File: src/rtl/ddr_axi_pkg.sv
// Shared definitions for the DDR AXI burst initiator: FSM states,
// address/data width derivation and the burst data pattern.
package ddr_axi_pkg;

    typedef enum logic [2:0] {
        IDLE,
        WADDR,
        WDATA,
        WRESP,
        RADDR,
        RDATA
    } state_t;

    // Widest data bus supported (DQ_LEVEL up to 3).
    localparam int MAX_DW = 64;

    function automatic int axi_aw(input int ba_bits, input int row_bits,
                                  input int col_bits, input int dq_level);
        return ba_bits + row_bits + col_bits + dq_level - 1;
    endfunction

    function automatic int axi_dw(input int dq_level);
        return 8 << dq_level;
    endfunction

    // Beat data is the seed plus the beat index; callers truncate to their width.
    function automatic logic [MAX_DW-1:0] pat(input logic [MAX_DW-1:0] seed,
                                              input logic [7:0] beat);
        return seed + MAX_DW'(beat);
    endfunction

endpackage

File: src/rtl/ddr_axi_initiator_if.sv
// AXI-style write/read channels between the burst initiator and the
// DDR controller slave port.
interface ddr_axi_initiator_if #(
    parameter int AW = 26,
    parameter int DW = 16
) ();
    logic          awvalid;
    logic          awready;
    logic [AW-1:0] awaddr;
    logic [7:0]    awlen;
    logic          wvalid;
    logic          wready;
    logic          wlast;
    logic [DW-1:0] wdata;
    logic          bvalid;
    logic          bready;
    logic          arvalid;
    logic          arready;
    logic [AW-1:0] araddr;
    logic [7:0]    arlen;
    logic          rvalid;
    logic          rready;
    logic          rlast;
    logic [DW-1:0] rdata;

    modport master (
        output awvalid, awaddr, awlen, wvalid, wlast, wdata, bready,
               arvalid, araddr, arlen, rready,
        input  awready, wready, bvalid, arready, rvalid, rlast, rdata
    );

    modport slave (
        input  awvalid, awaddr, awlen, wvalid, wlast, wdata, bready,
               arvalid, araddr, arlen, rready,
        output awready, wready, bvalid, arready, rvalid, rlast, rdata
    );
endinterface

File: src/rtl/ddr_axi_watchdog.sv
// Cycle watchdog: counts while not cleared and flags expiry once the
// count reaches TIMEOUT.
module ddr_axi_watchdog #(
    parameter int TIMEOUT = 65535
) (
    input  logic clk,
    input  logic rstn,
    input  logic clear,
    output logic expire
);
    logic [31:0] cnt;

    // Count idle-handshake cycles; any clear restarts from zero.
    always_ff @(posedge clk) begin
        if (!rstn) begin
            cnt <= '0;
        end else if (clear) begin
            cnt <= '0;
        end else begin
            cnt <= cnt + 32'd1;
        end
    end

    assign expire = (cnt >= 32'(TIMEOUT));
endmodule

File: src/rtl/ddr_axi_initiator.sv
// Burst traffic initiator: writes an incrementing pattern or reads it
// back and counts mismatches. Every output is a register.
module ddr_axi_initiator
    import ddr_axi_pkg::*;
#(
    parameter int BA_BITS  = 2,
    parameter int ROW_BITS = 13,
    parameter int COL_BITS = 11,
    parameter int DQ_LEVEL = 1,
    parameter int TIMEOUT  = 65535,
    localparam int AW = axi_aw(BA_BITS, ROW_BITS, COL_BITS, DQ_LEVEL),
    localparam int DW = axi_dw(DQ_LEVEL)
) (
    input  logic          core_clk,
    input  logic          core_rstn_sync,
    input  logic          cmd_valid,
    output logic          cmd_ready,
    input  logic          cmd_write,
    input  logic [AW-1:0] cmd_addr,
    input  logic [7:0]    cmd_len,
    input  logic [DW-1:0] cmd_seed,
    output logic          done,
    output logic          timeout,
    output logic [15:0]   err_cnt,
    ddr_axi_initiator_if.master bus
);
    state_t        state, state_n;
    logic [7:0]    beat, beat_n, beat_inc, len, len_n;
    logic [DW-1:0] seed, seed_n;
    logic          cmd_ready_n, done_n, timeout_n;
    logic [15:0]   err_cnt_n;
    logic          awvalid_n, wvalid_n, wlast_n, bready_n, arvalid_n, rready_n;
    logic [AW-1:0] awaddr_n, araddr_n;
    logic [7:0]    awlen_n, arlen_n;
    logic [DW-1:0] wdata_n;
    logic          accept, aw_hs, w_hs, b_hs, ar_hs, r_hs, any_hs;
    logic          mismatch, wd_clear, wd_expire, abort;

    function automatic logic [DW-1:0] pat_dw(input logic [DW-1:0] s, input logic [7:0] b);
        logic [MAX_DW-1:0] full;
        full = pat(MAX_DW'(s), b);
        return full[DW-1:0];
    endfunction

    assign accept   = cmd_valid & cmd_ready;
    assign aw_hs    = bus.awvalid & bus.awready;
    assign w_hs     = bus.wvalid & bus.wready;
    assign b_hs     = bus.bready & bus.bvalid;
    assign ar_hs    = bus.arvalid & bus.arready;
    assign r_hs     = bus.rready & bus.rvalid;
    assign any_hs   = aw_hs | w_hs | b_hs | ar_hs | r_hs;
    assign beat_inc = beat + 8'd1;
    assign mismatch = (bus.rdata != pat_dw(seed, beat)) || (bus.rlast != (beat == len));
    assign wd_clear = (state == IDLE) | any_hs;
    // A handshake in the expiry cycle wins over the watchdog.
    assign abort    = wd_expire & ~any_hs & (state != IDLE);

    ddr_axi_watchdog #(.TIMEOUT(TIMEOUT)) u_watchdog (
        .clk    (core_clk),
        .rstn   (core_rstn_sync),
        .clear  (wd_clear),
        .expire (wd_expire)
    );

    // Next state and next registered outputs.
    always_comb begin
        state_n     = state;
        beat_n      = beat;
        len_n       = len;
        seed_n      = seed;
        cmd_ready_n = 1'b0;
        done_n      = 1'b0;
        timeout_n   = timeout;
        err_cnt_n   = err_cnt;
        awvalid_n   = 1'b0;
        awaddr_n    = bus.awaddr;
        awlen_n     = bus.awlen;
        wvalid_n    = 1'b0;
        wlast_n     = bus.wlast;
        wdata_n     = bus.wdata;
        bready_n    = 1'b0;
        arvalid_n   = 1'b0;
        araddr_n    = bus.araddr;
        arlen_n     = bus.arlen;
        rready_n    = 1'b0;
        unique case (state)
            IDLE: begin
                if (accept) begin
                    len_n     = cmd_len;
                    seed_n    = cmd_seed;
                    beat_n    = 8'd0;
                    timeout_n = 1'b0;
                    if (cmd_write) begin
                        state_n   = WADDR;
                        awvalid_n = 1'b1;
                        awaddr_n  = cmd_addr;
                        awlen_n   = cmd_len;
                    end else begin
                        state_n   = RADDR;
                        arvalid_n = 1'b1;
                        araddr_n  = cmd_addr;
                        arlen_n   = cmd_len;
                        err_cnt_n = 16'd0;
                    end
                end else begin
                    cmd_ready_n = 1'b1;
                end
            end
            WADDR: begin
                if (aw_hs) begin
                    state_n  = WDATA;
                    wvalid_n = 1'b1;
                    wdata_n  = pat_dw(seed, 8'd0);
                    wlast_n  = (len == 8'd0);
                end else begin
                    awvalid_n = 1'b1;
                end
            end
            WDATA: begin
                if (w_hs) begin
                    beat_n = beat_inc;
                    if (bus.wlast) begin
                        state_n  = WRESP;
                        wlast_n  = 1'b0;
                        bready_n = 1'b1;
                    end else begin
                        wvalid_n = 1'b1;
                        wdata_n  = pat_dw(seed, beat_inc);
                        wlast_n  = (beat_inc == len);
                    end
                end else begin
                    wvalid_n = 1'b1;
                end
            end
            WRESP: begin
                if (b_hs) begin
                    state_n     = IDLE;
                    done_n      = 1'b1;
                    cmd_ready_n = 1'b1;
                end else begin
                    bready_n = 1'b1;
                end
            end
            RADDR: begin
                if (ar_hs) begin
                    state_n  = RDATA;
                    rready_n = 1'b1;
                end else begin
                    arvalid_n = 1'b1;
                end
            end
            RDATA: begin
                if (r_hs) begin
                    if (mismatch && err_cnt != 16'hFFFF) begin
                        err_cnt_n = err_cnt + 16'd1;
                    end
                    // Completion is by beat count; a missing rlast is only an error.
                    if (beat == len) begin
                        state_n     = IDLE;
                        done_n      = 1'b1;
                        cmd_ready_n = 1'b1;
                    end else begin
                        beat_n   = beat_inc;
                        rready_n = 1'b1;
                    end
                end else begin
                    rready_n = 1'b1;
                end
            end
            default: state_n = IDLE;
        endcase
        if (abort) begin
            state_n     = IDLE;
            done_n      = 1'b1;
            timeout_n   = 1'b1;
            cmd_ready_n = 1'b1;
            awvalid_n   = 1'b0;
            wvalid_n    = 1'b0;
            wlast_n     = 1'b0;
            bready_n    = 1'b0;
            arvalid_n   = 1'b0;
            rready_n    = 1'b0;
        end
    end

    // State, burst context and output registers.
    always_ff @(posedge core_clk) begin
        if (!core_rstn_sync) begin
            state       <= IDLE;
            beat        <= 8'd0;
            len         <= 8'd0;
            seed        <= '0;
            cmd_ready   <= 1'b0;
            done        <= 1'b0;
            timeout     <= 1'b0;
            err_cnt     <= 16'd0;
            bus.awvalid <= 1'b0;
            bus.awaddr  <= '0;
            bus.awlen   <= 8'd0;
            bus.wvalid  <= 1'b0;
            bus.wlast   <= 1'b0;
            bus.wdata   <= '0;
            bus.bready  <= 1'b0;
            bus.arvalid <= 1'b0;
            bus.araddr  <= '0;
            bus.arlen   <= 8'd0;
            bus.rready  <= 1'b0;
        end else begin
            state       <= state_n;
            beat        <= beat_n;
            len         <= len_n;
            seed        <= seed_n;
            cmd_ready   <= cmd_ready_n;
            done        <= done_n;
            timeout     <= timeout_n;
            err_cnt     <= err_cnt_n;
            bus.awvalid <= awvalid_n;
            bus.awaddr  <= awaddr_n;
            bus.awlen   <= awlen_n;
            bus.wvalid  <= wvalid_n;
            bus.wlast   <= wlast_n;
            bus.wdata   <= wdata_n;
            bus.bready  <= bready_n;
            bus.arvalid <= arvalid_n;
            bus.araddr  <= araddr_n;
            bus.arlen   <= arlen_n;
            bus.rready  <= rready_n;
        end
    end
endmodule

File: src/flat_wrapper.sv
// flat-port wrapper written by rule: the top's interface ports become plain ports
module ddr_axi_initiator_flat import ddr_axi_pkg::*;
#(
    parameter int BA_BITS  = 2,
    parameter int ROW_BITS = 13,
    parameter int COL_BITS = 11,
    parameter int DQ_LEVEL = 1,
    parameter int TIMEOUT  = 65535,
    localparam int AW = axi_aw(BA_BITS, ROW_BITS, COL_BITS, DQ_LEVEL),
    localparam int DW = axi_dw(DQ_LEVEL)
)
  (core_clk, core_rstn_sync, cmd_valid, cmd_ready, cmd_write, cmd_addr, cmd_len, cmd_seed, done, timeout, err_cnt, bus_awvalid, bus_awaddr, bus_awlen, bus_wvalid, bus_wlast, bus_wdata, bus_bready, bus_arvalid, bus_araddr, bus_arlen, bus_rready, bus_awready, bus_wready, bus_bvalid, bus_arready, bus_rvalid, bus_rlast, bus_rdata);
  ddr_axi_initiator_if #(.AW((BA_BITS + ROW_BITS + COL_BITS + DQ_LEVEL - 1)), .DW((8 << DQ_LEVEL))) bus_i ();
  input  logic core_clk;
  input  logic core_rstn_sync;
  input  logic cmd_valid;
  output logic cmd_ready;
  input  logic cmd_write;
  input  logic [AW-1:0] cmd_addr;
  input  logic [7:0] cmd_len;
  input  logic [DW-1:0] cmd_seed;
  output logic done;
  output logic timeout;
  output logic [15:0] err_cnt;
  output wire logic [$bits(bus_i.awvalid)-1:0] bus_awvalid;
  output wire logic [$bits(bus_i.awaddr)-1:0] bus_awaddr;
  output wire logic [$bits(bus_i.awlen)-1:0] bus_awlen;
  output wire logic [$bits(bus_i.wvalid)-1:0] bus_wvalid;
  output wire logic [$bits(bus_i.wlast)-1:0] bus_wlast;
  output wire logic [$bits(bus_i.wdata)-1:0] bus_wdata;
  output wire logic [$bits(bus_i.bready)-1:0] bus_bready;
  output wire logic [$bits(bus_i.arvalid)-1:0] bus_arvalid;
  output wire logic [$bits(bus_i.araddr)-1:0] bus_araddr;
  output wire logic [$bits(bus_i.arlen)-1:0] bus_arlen;
  output wire logic [$bits(bus_i.rready)-1:0] bus_rready;
  input wire logic [$bits(bus_i.awready)-1:0] bus_awready;
  input wire logic [$bits(bus_i.wready)-1:0] bus_wready;
  input wire logic [$bits(bus_i.bvalid)-1:0] bus_bvalid;
  input wire logic [$bits(bus_i.arready)-1:0] bus_arready;
  input wire logic [$bits(bus_i.rvalid)-1:0] bus_rvalid;
  input wire logic [$bits(bus_i.rlast)-1:0] bus_rlast;
  input wire logic [$bits(bus_i.rdata)-1:0] bus_rdata;
  assign bus_awvalid = bus_i.awvalid;
  assign bus_awaddr = bus_i.awaddr;
  assign bus_awlen = bus_i.awlen;
  assign bus_wvalid = bus_i.wvalid;
  assign bus_wlast = bus_i.wlast;
  assign bus_wdata = bus_i.wdata;
  assign bus_bready = bus_i.bready;
  assign bus_arvalid = bus_i.arvalid;
  assign bus_araddr = bus_i.araddr;
  assign bus_arlen = bus_i.arlen;
  assign bus_rready = bus_i.rready;
  assign bus_i.awready = bus_awready;
  assign bus_i.wready = bus_wready;
  assign bus_i.bvalid = bus_bvalid;
  assign bus_i.arready = bus_arready;
  assign bus_i.rvalid = bus_rvalid;
  assign bus_i.rlast = bus_rlast;
  assign bus_i.rdata = bus_rdata;
  ddr_axi_initiator #(.BA_BITS(BA_BITS), .ROW_BITS(ROW_BITS), .COL_BITS(COL_BITS), .DQ_LEVEL(DQ_LEVEL), .TIMEOUT(TIMEOUT)) u_core (.core_clk(core_clk), .core_rstn_sync(core_rstn_sync), .cmd_valid(cmd_valid), .cmd_ready(cmd_ready), .cmd_write(cmd_write), .cmd_addr(cmd_addr), .cmd_len(cmd_len), .cmd_seed(cmd_seed), .done(done), .timeout(timeout), .err_cnt(err_cnt), .bus(bus_i));
endmodule
File: config.mk
export PLATFORM = sky130hd
export DESIGN_NAME = ddr_axi_initiator_flat
export DESIGN_NICKNAME = d
export VERILOG_FILES = /design/src/rtl/ddr_axi_pkg.sv /design/src/rtl/ddr_axi_initiator_if.sv /design/src/rtl/ddr_axi_watchdog.sv /design/src/rtl/ddr_axi_initiator.sv /design/src/flat_wrapper.sv
export SDC_FILE = /design/constraint.sdc
export NUM_CORES = 1
export LEC_CHECK = 0
export ABC_AREA = 1
export CAP_MARGIN = 20
export CORE_MARGIN = 4
export CORE_UTILIZATION = 47
export DETAILED_ROUTE_END_ITERATION = 10
export PLACE_DENSITY_LB_ADDON = 0.25
export SYNTH_ARGS = -nofsm -noshare
export SYNTH_HDL_FRONTEND = slang
export SYNTH_SLANG_ARGS = --single-unit
export TNS_END_PERCENT = 100
File: constraint.sdc
create_clock -name core_clk -period 2.5 [get_ports core_clk]
set_input_delay 0.25 -clock core_clk [delete_from_list [all_inputs] [get_ports core_clk]]
set_output_delay 0.25 -clock core_clk [all_outputs]
set_load 0.02 [all_outputs]
# Yosys cells after proc, flatten, opt, wreduce, memory -nomap -nowiden
# Cells that the tools add are included.
# op_classes
bitwise_logic	16
n_addsub	5
muxes	59
eq_ne	22
magnitude_cmp	1
n_reduce_logical	21
# op_table
operator	count
2-to-1 mux 16 bit	7
case mux 16 bit (2 select lines)	2
adder 16 x 8 -> 16 bit	2
adder 32 x 1 -> 32 bit, second input constant	1
>= comparator 32 x 16 -> 1 bit, second input constant	1
2-to-1 mux 8 bit	4
2-to-1 mux 1 bit	27
2-to-1 mux 3 bit	9
case mux 8 bit (3 select lines)	1
!= test 2 x 1 -> 1 bit, second input constant	9
case mux 3 bit (6 select lines)	1
adder 16 x 1 -> 16 bit, second input constant	1
== test 8 bit	2
!= test 16 bit	1
!= test 16 bit, second input constant	1
case mux 1 bit (2 select lines)	7
AND reduction 5 bit	2
AND reduction 3 bit	3
adder 8 x 1 -> 8 bit, second input constant	1
AND 1 bit	8
logical NOT 8 bit	1
AND reduction 8 bit	1
nonzero test 2 bit	4
== test 3 x 2 -> 1 bit, second input constant	2
other kinds (14)	26
# word_totals
output_inout_bits	109
reg_bits	176
inputBits	76

# Longest topological paths before layout
# Gate-level depths: netlist of the first run.
# depth
depth_word	10
depth_mapped	20
depth_no_buf	20

# By module
# A second synthesis of the first run with hierarchy kept.
# unflattened
hier_cells	1355
hier_area_um2	9256.4
# modules_own_cells
module	cells_each	seq_area_each_um2	area_each_um2	n_inst
ddr_axi_initiator	1097	2882.8	7528.5	1
ddr_axi_watchdog	258	640.6	1727.9	1

# Worst setup path after synthesis of the first run
# Ideal clock, no wire load.
# synth_path
kind	register -> register
startpoint	register u_core.beat[1]
endpoint	register u_core.bus.wdata[15]
slack_ns	-0.098
t_arrival_ns	2.482
synth_period_minus_slack_ns	2.598
setup_ns	0.116
path_stages_with_launch	18
required_time_ns	2.384
path_cell_list	dfxtp_1 ha_1 nand2_1 nor2_1 nand2_1 nor2_1 xor2_1 ha_1 inv_1 nor3_1 nand3_1 nand3_1 nand3_1 nor2_1 xor2_1 nand2_1 o211ai_1 inv_1
# synth_via
elab_chain_len	5
# synth_lines
element	line	source
from (decl)	ddr_axi_initiator.sv:28	logic [7:0] beat, beat_n, beat_inc, len, len_n;
from (signal assigned)	ddr_axi_initiator.sv:210	beat <= beat_n;
adder 8 x 1 -> 8 bit	ddr_axi_initiator.sv:52	assign beat_inc = beat + 8'd1;
adder 16 x 8 -> 16 bit	ddr_axi_pkg.sv:29	return seed + MAX_DW'(beat);
2-to-1 mux 16 bit	ddr_axi_initiator.sv:122	if (bus.wlast) begin
2-to-1 mux 16 bit	ddr_axi_initiator.sv:120	if (w_hs) begin
case mux 16 bit (2 select lines)	ddr_axi_initiator.sv:86	unique case (state)
to (signal assigned)	ddr_axi_initiator.sv:222	bus.wdata <= wdata_n;
to (decl)	ddr_axi_initiator_if.sv:27	output awvalid, awaddr, awlen, wvalid, wlast, wdata, bready,
# Every way passes these cells. The select of a mux whose other input is x is not followed.
# A chain may end at the register's enable or synchronous reset.

# Worst setup path in the final report of the first run
# layout_path
startpoint	register u_core.beat[0]
endpoint	register u_core.bus.wdata[15]
# Same word-level chain as after synthesis.

==> flow_summary_export.csv, run 1 <==
group,metric,value,unit
drt,drtIter0Drc,535,
synth,netlist_area,8930,um2
sta,rsz0062_at_grt,"yes",
critical_path,critPathLaunchType,"flip-flop",
critical_path,crit_slowest_cell,"dfxtp_4",
drt,drc_errors,0,
global_routing,grt_pass1_vias,8924,
die,ios,185,
sta,relSlewSlack,0.390,
finish,n_antenna_cell,0,
global_routing,grt_overflow,0,
sta,min_period_over_period,1.07,
drt,wl_per_cell,15.3,um
placed_design,dp_hpwl,19100,um
global_routing,grt_max_degree,65,
finish,layout.nets,1617,
synth,synth_edf_count,0,
sta,clock-skew-final,0.0144,ns
synth,yosysSeqAreaShare,0.394,
power_and_ir_drop,power,9.97,mW
global_routing,track_usage,0.247,
critical_path,crit_chain,"nand3_2 -> nand3b_1 -> nor2_2 -> nand2_2 -> xor2_2 -> ha_1 -> nand2_2 -> nor3_4 -> nand3_2 -> nand3_4 -> nand3_4 -> nor2_4 -> xor2_1 -> nand2_1 -> o211ai_1 -> inv_1",
finish,fillCellCount,1585,
job,maxCapViolCount,0,
sta,finalHoldViolCount,0,
critical_path,cp_top_family,"simple AND/OR/NAND/NOR gates",
clock_tree,cts.sinks,176,
finish,drive_gt1_frac,0.151,
clock_tree,clk_path_buf_depth,2,
power_and_ir_drop,max-vdd-ir-drop,528,uV
outcome,violations,"negative setup slack",
clock_tree,clock_latency,0.43,ns
critical_path,slowest_delay,0.39,ns
die,die_h,146,um
sta,tightestPinTransition,0.914,ns
hold_path,hold_class,"in2reg",
finish,final_cell_mix,"231 x nand2_1, 227 x nor2_1, 183 x clkdlybuf4s50_1",
die,num_rows,50,
power_and_ir_drop,p_leak,5.17,nW
critical_path,crit_fanout,4,
drt,vias_per_cell,5.23,
drt,drtPass1Iterations,5,
sta,final.min_clock_period,2.67,ns
die,core-area,18700,um2
power_and_ir_drop,p_per_area,800,nW/um2
synth,synthArstFlopShare,0,
synth,synth-seq-cells,176,
placed_design,port_buffers,184,
synth,synth_top_area_share,0.394,
global_routing,grt_pass1_wl,43800,um
synth,yosysUniqueCellTypes,48,
synth,synth_cells,1288,
sta,fmax,0.375,GHz
critical_path,required,2.82,ns
critical_path,endpoint_kind,"flip-flop",
sta,fin_setup_tns,-1.57,ns
critical_path,critPathKind,"reg2reg",
finish,multi_input_area,5080,um2
drt,vias,9238,
synth,yosysWarnings,0,
sta,finalSetupViolations,22,
critical_path,path_buf_inv,1,
clock_tree,cts_root_buffer,"clkbuf_16",
placed_design,dp_worst_setup_slack,-0.177,ns
synth,yosys-top-cells-area,"dfxtp_1 39%, nand2_1 10%, nor2_1 9.8%, o21ai_0 6.3%, a21oi_1 5.2%",
outcome,status,"finished, violations left",
die,dieArea,21300,um2
die,initial_core_util,0.478,
drt,ant_nets,0,
synth,synth_ff_type,"dfxtp_1",
synth,avgSynthCellArea,6.94,um2
sta,setup_slack,-0.169,ns
synth,syn-num-nets,1385,
synth,yosys.area.top_type,"dfxtp_1",
sta,slew_violations,0,
global_routing,antenna_found_initial,0,
finish,regArea,3530,um2
finish,layout_commonest_cell,"nand2_1",
critical_path,arrival,2.99,ns
clock_tree,cts_tree,"yes",
die,die_x,146,um
finish,syn_to_final_growth,39.5,%
clock_tree,path_clk_slew,0.08,ns
drt,wl,27100,um
clock_tree,cts_buffers,17,
clock_tree,htreeDepth,4,
placed_design,routabilityCongestion,0.941,
[per-layer routing]
metal	GRT usage	up-vias	share of wire
met5	0	-	0
met4	0.0684	0	0.021
met3	0.0962	46	0.095
met2	0.405	323	0.46
met1	0.305	4238	0.43
li1	-	4631	-
[registers in the layout, summed over array words and instances (netlist names), 3 cells and up]
register and count:
u_core.beat 8, u_core.len 8, u_core.bus.araddr 26, u_core.bus.awlen 8, u_core.u_watchdog.cnt 32, u_core.bus.awaddr 26
u_core.state 3, u_core.seed 16, u_core.bus.wdata 16, u_core.bus.arlen 8, u_core.err_cnt 16
[worst reg2reg max path: stages, from the launching register on]
cell and delay [ns]:
dfxtp_4 0.39, nand3_2 0.08, nand3b_1 0.22, nor2_2 0.16, nand2_2 0.09, xor2_2 0.19
ha_1 0.33, nand2_2 0.09, nor3_4 0.19, nand3_2 0.13, nand3_4 0.13, nand3_4 0.10
nor2_4 0.12, xor2_1 0.15, nand2_1 0.06, o211ai_1 0.08, inv_1 0.05
[through the flow]
| stage | util | cell area (um2) | std cells | hold slack [ns] |
|---|---|---|---|---|
| 3_5_place_dp | 0.604 | 11300 | 1714 | 0.439 |
| 2_1_floorplan | - | 8940 | 1288 | 0.385 |
| 3_3_place_gp | 0.604 | 11300 | 1714 | 0.430 |
| 4_1_cts | 0.653 | 12200 | 1763 | 0.149 |
| 6_report | 0.666 | 12500 | 1766 | 0.182 |
| 5_1_grt | 0.666 | 12500 | 1766 | 0.178 |
[final timing paths]
path	start	to	slack [ns]	depth (start not counted)
worst max register to register	u_core.beat[0]	u_core.bus.wdata[15]	-0.17	16
worst max-delay path	u_core.beat[0]	u_core.bus.wdata[15]	-0.17	16
worst min register to register	u_core.u_watchdog.cnt[0]	u_core.u_watchdog.cnt[0]	0.45	1
worst min-delay path	core_rstn_sync	u_core.bus.araddr[21]	0.18	3
[final cells by class]
| cell class | instances | share of cell area |
|---|---|---|
| clock buffer | 17 | 0.0341 |
| clock inverter | 14 | 0.0133 |
| inverter | 126 | 0.0380 |
| multi-input combinational | 938 | 0.407 |
| sequential | 176 | 0.284 |
| tap | 234 | 0.0235 |
| timing repair buffer | 261 | 0.200 |
[cells in the mapped netlist, types with 2 or more instances]
cell,number
xor2_1,29
nor3b_1,7
o21ai_1,2
nor3_2,3
ha_1,19
clkbuf_1,36
inv_2,6
o21bai_1,3
a31oi_1,9
nand3b_1,8
nand4_1,9
inv_1,119
or2_0,3
nand3_2,16
a211oi_1,3
nand3_1,51
fa_1,2
nor2_2,10
nor4_1,9
o21a_1,2
nor2_1,234
or2_2,10
nand2_2,4
xnor2_1,16
o21ai_0,112
dfxtp_1,176
nand2_1,244
buf_2,7
or2_1,2
buf_6,3
a21oi_1,93
nor3_1,18
o211ai_1,8
[report_power, final]
part / switching [mW] / leakage (nW) / internal (mW)
registers: 0.393 / 1.43 / 3.25
clock network: 1.27 / 0.287 / 1.43
logic: 2.10 / 3.45 / 1.53
total: 3.76 / 5.17 / 6.21
[cells by family after synthesis]
logic type	share of synthesized area
AOI/OAI and AO/OA	0.143
xor gates and xnor gates	0.0441
adders and majority gates	0.0311
buffers and inverters	0.0768
DFF	0.394
and+or+nand+nor	0.310
[timing repair]
action | in CTS | in global routing
gates cloned | 2 | 1
pin swaps | 8 | 20
resized for setup | 39 | 49
endpoints found under the setup margin | 25 | 30
hold buffers | 0 | 0
buffers inserted | 16 | 2
No activity file was read; power rests on OpenSTA's default activity.
==> inputs of run 2 (changes only) <==
CORE_ASPECT_RATIO = 1.25   (was default)
MAX_ROUTING_LAYER = met4   (was default)
==> run 2 against run 1 <==
Compared with the run above:
- wire length decreased by 1.1%
- largest cell class unchanged
- total power increased by 1.0%
- the run still ends with negative setup slack left
- cell area decreased by 0.57%
==> flow_summary_export.csv, run 2 (synthesis gave the netlist of run 1 again) <==
group,metric,value,unit
clock_tree,cts_buffers,17,
die,num_rows,56,
sta,clock-skew-final,0.00920,ns
placed_design,dp_hpwl,18900,um
sta,min_period_over_period,1.04,
finish,largest_reg_flops,32,
power_and_ir_drop,power,10.1,mW
drt,wl_per_cell,15.3,um
finish,fillCellCount,1615,
finish,n_antenna_cell,0,
die,ios,185,
global_routing,grt_pass1_wl,43000,um
global_routing,grt_pass1_vias,8869,
global_routing,grt_overflow,0,
critical_path,critPathKind,"reg2reg",
drt,vias_per_cell,5.22,
hold_path,hold_class,"in2reg",
sta,fmax,0.384,GHz
sta,finalSetupViolations,15,
finish,final_cell_mix,"228 x nand2_1, 226 x nor2_1, 183 x clkdlybuf4s50_1",
die,core-area,18700,um2
finish,largestRegisters,"u_core.u_watchdog.cnt: 32 flops, u_core.bus.araddr: 26 flops, u_core.bus.awaddr: 26 flops",
power_and_ir_drop,p_per_area,813,nW/um2
drt,drc_errors,0,
sta,final.min_clock_period,2.60,ns
finish,layout_commonest_cell,"nand2_1",
drt,drtPass1Iterations,5,
power_and_ir_drop,p_leak,5.13,nW
placed_design,dp_worst_setup_slack,-0.254,ns
critical_path,arrival,2.93,ns
sta,finalHoldViolCount,0,
placed_design,routabilityCongestion,0.923,
sta,setup_slack,-0.103,ns
drt,drtIter0Drc,629,
clock_tree,htreeDepth,4,
critical_path,endpoint_kind,"flip-flop",
drt,vias,9150,
clock_tree,cts_root_buffer,"clkbuf_16",
critical_path,crit_fanout,4,
finish,regMostFlops,"u_core.u_watchdog.cnt",
finish,syn_to_final_growth,38.7,%
clock_tree,path_clk_slew,0.07,ns
job,maxCapViolCount,0,
critical_path,required,2.82,ns
power_and_ir_drop,max-vdd-ir-drop,518,uV
global_routing,track_usage,0.251,
finish,drive_gt1_frac,0.143,
clock_tree,cts_tree,"yes",
sta,relSlewSlack,0.577,
clock_tree,clk_path_buf_depth,2,
drt,ant_nets,0,
sta,tightestPinTransition,0.633,ns
sta,rsz0062_at_grt,"yes",
die,dieArea,21300,um2
critical_path,critPathLaunchType,"flip-flop",
outcome,status,"finished, violations left",
global_routing,antenna_found_initial,0,
placed_design,port_buffers,184,
clock_tree,cts.sinks,176,
sta,slew_violations,0,
die,die_h,162,um
finish,layout.nets,1605,
critical_path,r2r_slack,-0.10,ns
outcome,violations,"negative setup slack",
die,die_x,131,um
clock_tree,ctsHoldBuffers,0,
drt,wl,26800,um
die,initial_core_util,0.477,
global_routing,grt_max_degree,61,
clock_tree,clock_latency,0.43,ns
[run 2: cell types whose count changed in the layout (fill, tap and decap cells not counted), moves of 3 or more]
| cell | change |
|---|---|
| buf_4 | -13 |
| a21oi_2 | -3 |
| buf_12 | +3 |
| nand2_1 | -3 |
| dfxtp_2 | -4 |
[run 2: power by group]
group	internal (mW)	leakage [nW]	switching [mW]
Combinational	1.52	3.39	2.09
Sequential	3.25	1.43	0.386
Clock	1.61	0.308	1.22
[run 2: layer usage]
layer / track usage / vias up / routed length [um]
li1: - / 4597 / -
met3: 0.0802 / 45 / 2120
met1: 0.293 / 4191 / 11400
met4: 0.0697 / 0 / 620
met5: - / - / 0
met2: 0.418 / 317 / 12700
[run 2: path summary, 6_finish.rpt]
kind / startpoint / endpoint / cells after the start
hold reg to reg: u_core.u_watchdog.cnt[0] / u_core.u_watchdog.cnt[0] / 1
setup reg to reg: u_core.beat[5] / u_core.bus.wdata[15] / 16
hold / removal: core_rstn_sync / u_core.seed[9] / 3
setup / recovery: u_core.beat[5] / u_core.bus.wdata[15] / 16
[run 2: repair_timing]
action	4_1_cts	5_1_grt
pin swaps	14	23
setup buffers	3	5
endpoints found under the setup margin	21	26
cloned	0	2
gates resized for setup	27	59
[run 2: per-stage QoR]
stage | hold WS, ns | cells | utilization | TNS [ns] | instance area [um2]
6_report | 0.375 | 1753 | 0.662 | -0.372 | 12400
5_1_grt | 0.382 | 1753 | 0.662 | -4.69 | 12400
4_1_cts | 0.352 | 1746 | 0.645 | -0.308 | 12100
3_5_place_dp | 0.443 | 1711 | 0.605 | -2.15 | 11300
3_3_place_gp | 0.428 | 1711 | 0.605 | -0.695 | 11300
2_1_floorplan | 0.385 | 1288 | - | 0 | 8940
[run 2: area by class of cell]
class / count / area [um2] / share of cell area
clock buffer: 17 / 425 / 0.0343
inverter: 126 / 473 / 0.0382
clock inverter: 15 / 193 / 0.0156
tap: 232 / 290 / 0.0234
multi-input combinational: 938 / 5060 / 0.408
timing repair buffer: 249 / 2410 / 0.195
sequential: 176 / 3540 / 0.286
[run 2: worst max-delay path, cell delays in order, from the launching register on]
cell and delay (ns):
dfxtp_1 0.38, buf_4 0.18, inv_1 0.09, nor2_1 0.12, nand2_1 0.11, xor2_2 0.18
ha_1 0.34, nand2_2 0.09, nor3_4 0.20, nand3_2 0.12, nand3_4 0.10, nand3_4 0.07
nor2_2 0.12, xor2_1 0.17, nand2_1 0.06, o211ai_1 0.08, inv_1 0.06
